`src/rtl/nonrestoring_divider.sv`:
```
// Sequential unsigned radix-2 non-restoring divider.
// Two-cycle operand load, one quotient bit per cycle, final restore.
module nonrestoring_divider #(
    parameter int WIDTH = 16
) (
    input  logic             clk,
    input  logic             rst_n,
    input  logic             start,
    input  logic [WIDTH-1:0] data_in,
    output logic [WIDTH-1:0] quotient,
    output logic [WIDTH-1:0] remainder,
    output logic             done,
    output logic             busy,
    output logic             div_by_zero
);

    localparam int CW = $clog2(WIDTH + 1);

    typedef enum logic [2:0] {
        S_IDLE,
        S_LD_DVD,
        S_LD_DVR,
        S_ITER,
        S_CORRECT,
        S_DONE
    } state_t;

    state_t           state_q, state_d;
    logic [WIDTH:0]   a_q, a_d;
    logic [WIDTH-1:0] q_q, q_d;
    logic [WIDTH-1:0] m_q, m_d;
    logic [CW-1:0]    cnt_q, cnt_d;
    logic             dbz_q, dbz_d;
    logic             done_q, done_d;
    logic             busy_q, busy_d;

    logic [WIDTH:0]   a_shift;
    logic [WIDTH:0]   a_step;

    // One non-restoring step: shift {A,Q}, then add or subtract M by sign of A
    always_comb begin
        a_shift = {a_q[WIDTH-1:0], q_q[WIDTH-1]};
        if (a_q[WIDTH]) begin
            a_step = a_shift + {1'b0, m_q};
        end else begin
            a_step = a_shift - {1'b0, m_q};
        end
    end

    // Controller next state and datapath next values
    always_comb begin
        state_d = state_q;
        a_d     = a_q;
        q_d     = q_q;
        m_d     = m_q;
        cnt_d   = cnt_q;
        dbz_d   = dbz_q;
        unique case (state_q)
            S_IDLE: begin
                if (start) begin
                    state_d = S_LD_DVD;
                    dbz_d   = 1'b0;
                end
            end
            S_LD_DVD: begin
                q_d     = data_in;
                state_d = S_LD_DVR;
            end
            S_LD_DVR: begin
                m_d   = data_in;
                a_d   = '0;
                cnt_d = CW'(WIDTH);
                if (data_in == '0) begin
                    q_d     = '1;
                    a_d     = {1'b0, q_q};
                    dbz_d   = 1'b1;
                    state_d = S_DONE;
                end else begin
                    state_d = S_ITER;
                end
            end
            S_ITER: begin
                a_d   = a_step;
                q_d   = {q_q[WIDTH-2:0], ~a_step[WIDTH]};
                cnt_d = cnt_q - CW'(1);
                if (cnt_q == CW'(1)) begin
                    state_d = S_CORRECT;
                end
            end
            S_CORRECT: begin
                if (a_q[WIDTH]) begin
                    a_d = a_q + {1'b0, m_q};
                end
                state_d = S_DONE;
            end
            S_DONE: begin
                if (!start) begin
                    state_d = S_IDLE;
                end
            end
            default: begin
                state_d = S_IDLE;
            end
        endcase
        done_d = (state_d == S_DONE);
        busy_d = (state_d != S_IDLE) && (state_d != S_DONE);
    end

    // State, datapath and registered status flags
    always_ff @(posedge clk or negedge rst_n) begin
        if (!rst_n) begin
            state_q <= S_IDLE;
            a_q     <= '0;
            q_q     <= '0;
            m_q     <= '0;
            cnt_q   <= '0;
            dbz_q   <= 1'b0;
            done_q  <= 1'b0;
            busy_q  <= 1'b0;
        end else begin
            state_q <= state_d;
            a_q     <= a_d;
            q_q     <= q_d;
            m_q     <= m_d;
            cnt_q   <= cnt_d;
            dbz_q   <= dbz_d;
            done_q  <= done_d;
            busy_q  <= busy_d;
        end
    end

    assign quotient    = q_q;
    assign remainder   = a_q[WIDTH-1:0];
    assign done        = done_q;
    assign busy        = busy_q;
    assign div_by_zero = dbz_q;

endmodule

```
`config.mk`:
```
export PLATFORM = sky130hd
export DESIGN_NAME = nonrestoring_divider
export DESIGN_NICKNAME = d
export VERILOG_FILES = /design/src/rtl/nonrestoring_divider.sv
export SDC_FILE = /design/constraint.sdc
export NUM_CORES = 1
export LEC_CHECK = 0
export CAP_MARGIN = 20
export CORE_ASPECT_RATIO = 1.2
export CORE_MARGIN = 1
export CORE_UTILIZATION = 32
export DETAILED_ROUTE_END_ITERATION = 7
export PLACE_DENSITY_LB_ADDON = 0.1
export RECOVER_POWER = 50
export SLEW_MARGIN = 20
export SYNTH_ARGS = -nofsm -noshare
export SYNTH_HDL_FRONTEND = slang
export SYNTH_SLANG_ARGS = --single-unit
```
`constraint.sdc`:
```
create_clock -name clk -period 4.8 [get_ports clk]
set_input_delay 0.72 -clock clk [delete_from_list [all_inputs] [get_ports clk]]
set_output_delay 0.72 -clock clk [all_outputs]
set_load 0.03 [all_outputs]
```
==> impl_metrics.ini <==
[outcome]
status = complete, but fails checks
violations = max-capacitance violations, max-slew violations

[clock_tree]
clock_latency_ps = 340
cts_hold_buffers = 0
cts_buffers = 9
cts_tree = yes
clk_pin_slew_ps = 50
clock_sinks = 60
clockBufferDepth = 2
htree_levels = 3
cts_resized = 0
cts_root_buf = clkbuf_16
cts_setup_buffers = 0

[worst_setup_path]
r2r_end = a_q[14]
crit_type = reg -> reg
r2r_start = m_q[6]
rrSetupSlack_ps = 1230
critPathArrivalTime_ps = 3830
worst_setup_path_end_kind = flop
worst_setup_path_start_kind = flop
reg2reg_depth = 10
path_max_fanout = 8
crit_required_ps = 5060

[detailed_routing]
wl_per_cell_um = 20.2
first_pass_iters = 5
num_vias = 4421
ant_nets = 0
drcViolationCount = 0
drt-initial-drc-count = 250
wirelength_mm = 16.3
vias_per_cell = 5.48

[sta]
fin_crit_sh_pct = 74.3
tns_ps = 0
hold_slack_ps = 499
setup_violations = 0
period_minus_slack_ps = 3570
maxSlewViolCount = 65
slew_headroom_pct = -40.9
hold_viol_final = 0
rsz0062_at_grt = false
max_freq_ghz = 0.280
worstMarginPinSlew_ps = 2110
clock_skew_ps = 6.99

[worst_hold_path]
hp-start = cnt_q[1]
whs_path_depth = 2
hold_class = reg -> reg
worstHoldEndpoint = cnt_q[1]

[floorplan]
io_pins = 54
die_h_um = 137
fp.dieW_um = 114
die_area_um2 = 15600
start_util_pct = 33.2
core-area_um2 = 14600
num_rows = 48

[run]
drv_cap = 2

[yosys]
ys_ff_latch = 60
ys_warn_count = 0
avgSynthCellArea_um2 = 8.40
synth.yosys.seq_area_share_pct = 31.0
syn-cell-area_um2 = 4840
ys.flop_type = dfrtp_1
synth.most_common_cell = dfrtp_1
synthCells = 576
synth_nets = 633
postSynth.asyncResetShare_pct = 100
synth_edf_count = 0
synth_top_cells_by_count = dfrtp_1 (60), nand2_1 (55), a21oi_1 (51), nor2_1 (48), o21ai_0 (45)
yosys.area.top_type_share_pct = 31.0
synth.distinct_cells = 59
ys_top_cells_by_area = dfrtp_1 (31%), ha_1 (9.3%), a21oi_1 (5.3%), o21ai_0 (4.7%), nand2_1 (4.3%)
yosysTopAreaCell = dfrtp_1

[global_routing]
grt_pass1_vias = 4347
antenna_found_initial = 0
grt_start_max_net_pins = 38
grt_overflow = 0
grt_pass1_wl_mm = 25.1
grtUsageTotal_pct = 22.1

[layout]
diodes = 0
fill_cells = 1481
drive_gt1_share_pct = 6.75
syn_to_final_growth_pct = 18.1
finalNetCount = 660

[placed_design]
gp_congestion = 0.865
hpwlAfterDp_mm = 12.2
io_buffer_count = 53
cells by family after synthesis:
group,count (synthesis),share of synthesized area (%)
buf+inv,62,6.28
xor+xnor,31,5.61
flops,60,31.0
simple gates,174,17.4
mux,20,4.52
fa+ha+maj,38,10.1
compound gates,191,25.0
layer usage:
layer	vias to the layer above	wire, µm	track usage, %
met4	0	311	8.95
met1	2132	7400	28.9
met5	-	0	0
li1	2160	-	-
met3	16	939	4.03
met2	113	7610	35.9
critical path: stages, from the launching register on:
cell and delay (ps):
dfrtp_1 420, or4_4 590, nor4b_1 570, a21oi_1 170
xor2_1 180, ha_1 390, a21oi_1 330, nand3_1 120
o21ai_0 200, mux2_2 360, a31oi_1 160
final cells by class:
class                   instances  area (µm²)  share of cell area (%)
clock buffers                  11         243                    4.25
clock inverters                 4        50.0                   0.875
inverters                      18        67.6                    1.18
multi-input cells             454        3040                    53.1
flip-flops and latches         60        1500                    26.3
well taps                     200         250                    4.38
repair buffers                 60         569                    9.96
sequential cells by signal (all words and copies together), names as in the netlist:
name         count
busy             1
state_q          3
div_by_zero      1
cnt_q            5
m_q             16
a_q             17
done             1
quotient        16
how the worst max path moves through the flow:
stage               slack, ps    from  endpoint  cells after the start
global route              780   rst_n    a_q[8]                      2
finish                   1230  m_q[6]   a_q[14]                     10
CTS                      1230  m_q[5]   a_q[15]                     11
floorplan                1560  m_q[6]   a_q[12]                     11
detailed placement       1240  m_q[5]   a_q[12]                     10
global placement         1240  m_q[6]   a_q[14]                     10
layout by cell type (no fill, tap or decap), drive strengths merged, types with 14 or more instances in the layout:
cell type      netlist  final
ha                  36     36
nor3                15     15
clkdlybuf4s50        0     46
o22ai               20     20
nand2               55     55
xor2                19     19
dfrtp               60     60
a21o                15     15
o21ai               45     45
mux2                15     15
nor2                48     48
a21oi               51     51
inv                 18     18
clkbuf              19     14
metrics by stage:
| stage | cell area, µm² | worst slack (ps) | utilization, % | instances |
|---|---|---|---|---|
| 4_1_cts | 5730 | 1230 | 39.2 | 807 |
| 3_5_place_dp | 5440 | 1240 | 37.2 | 792 |
| 5_1_grt | 5720 | 775 | 39.2 | 807 |
| 2_1_floorplan | 4840 | 1560 | - | 576 |
| 6_report | 5720 | 1230 | 39.2 | 807 |
| 3_3_place_gp | 5440 | 1240 | 37.2 | 792 |
Power is not shown: default switching activity piles up to over one toggle a cycle in this logic, so the estimate is an artifact.
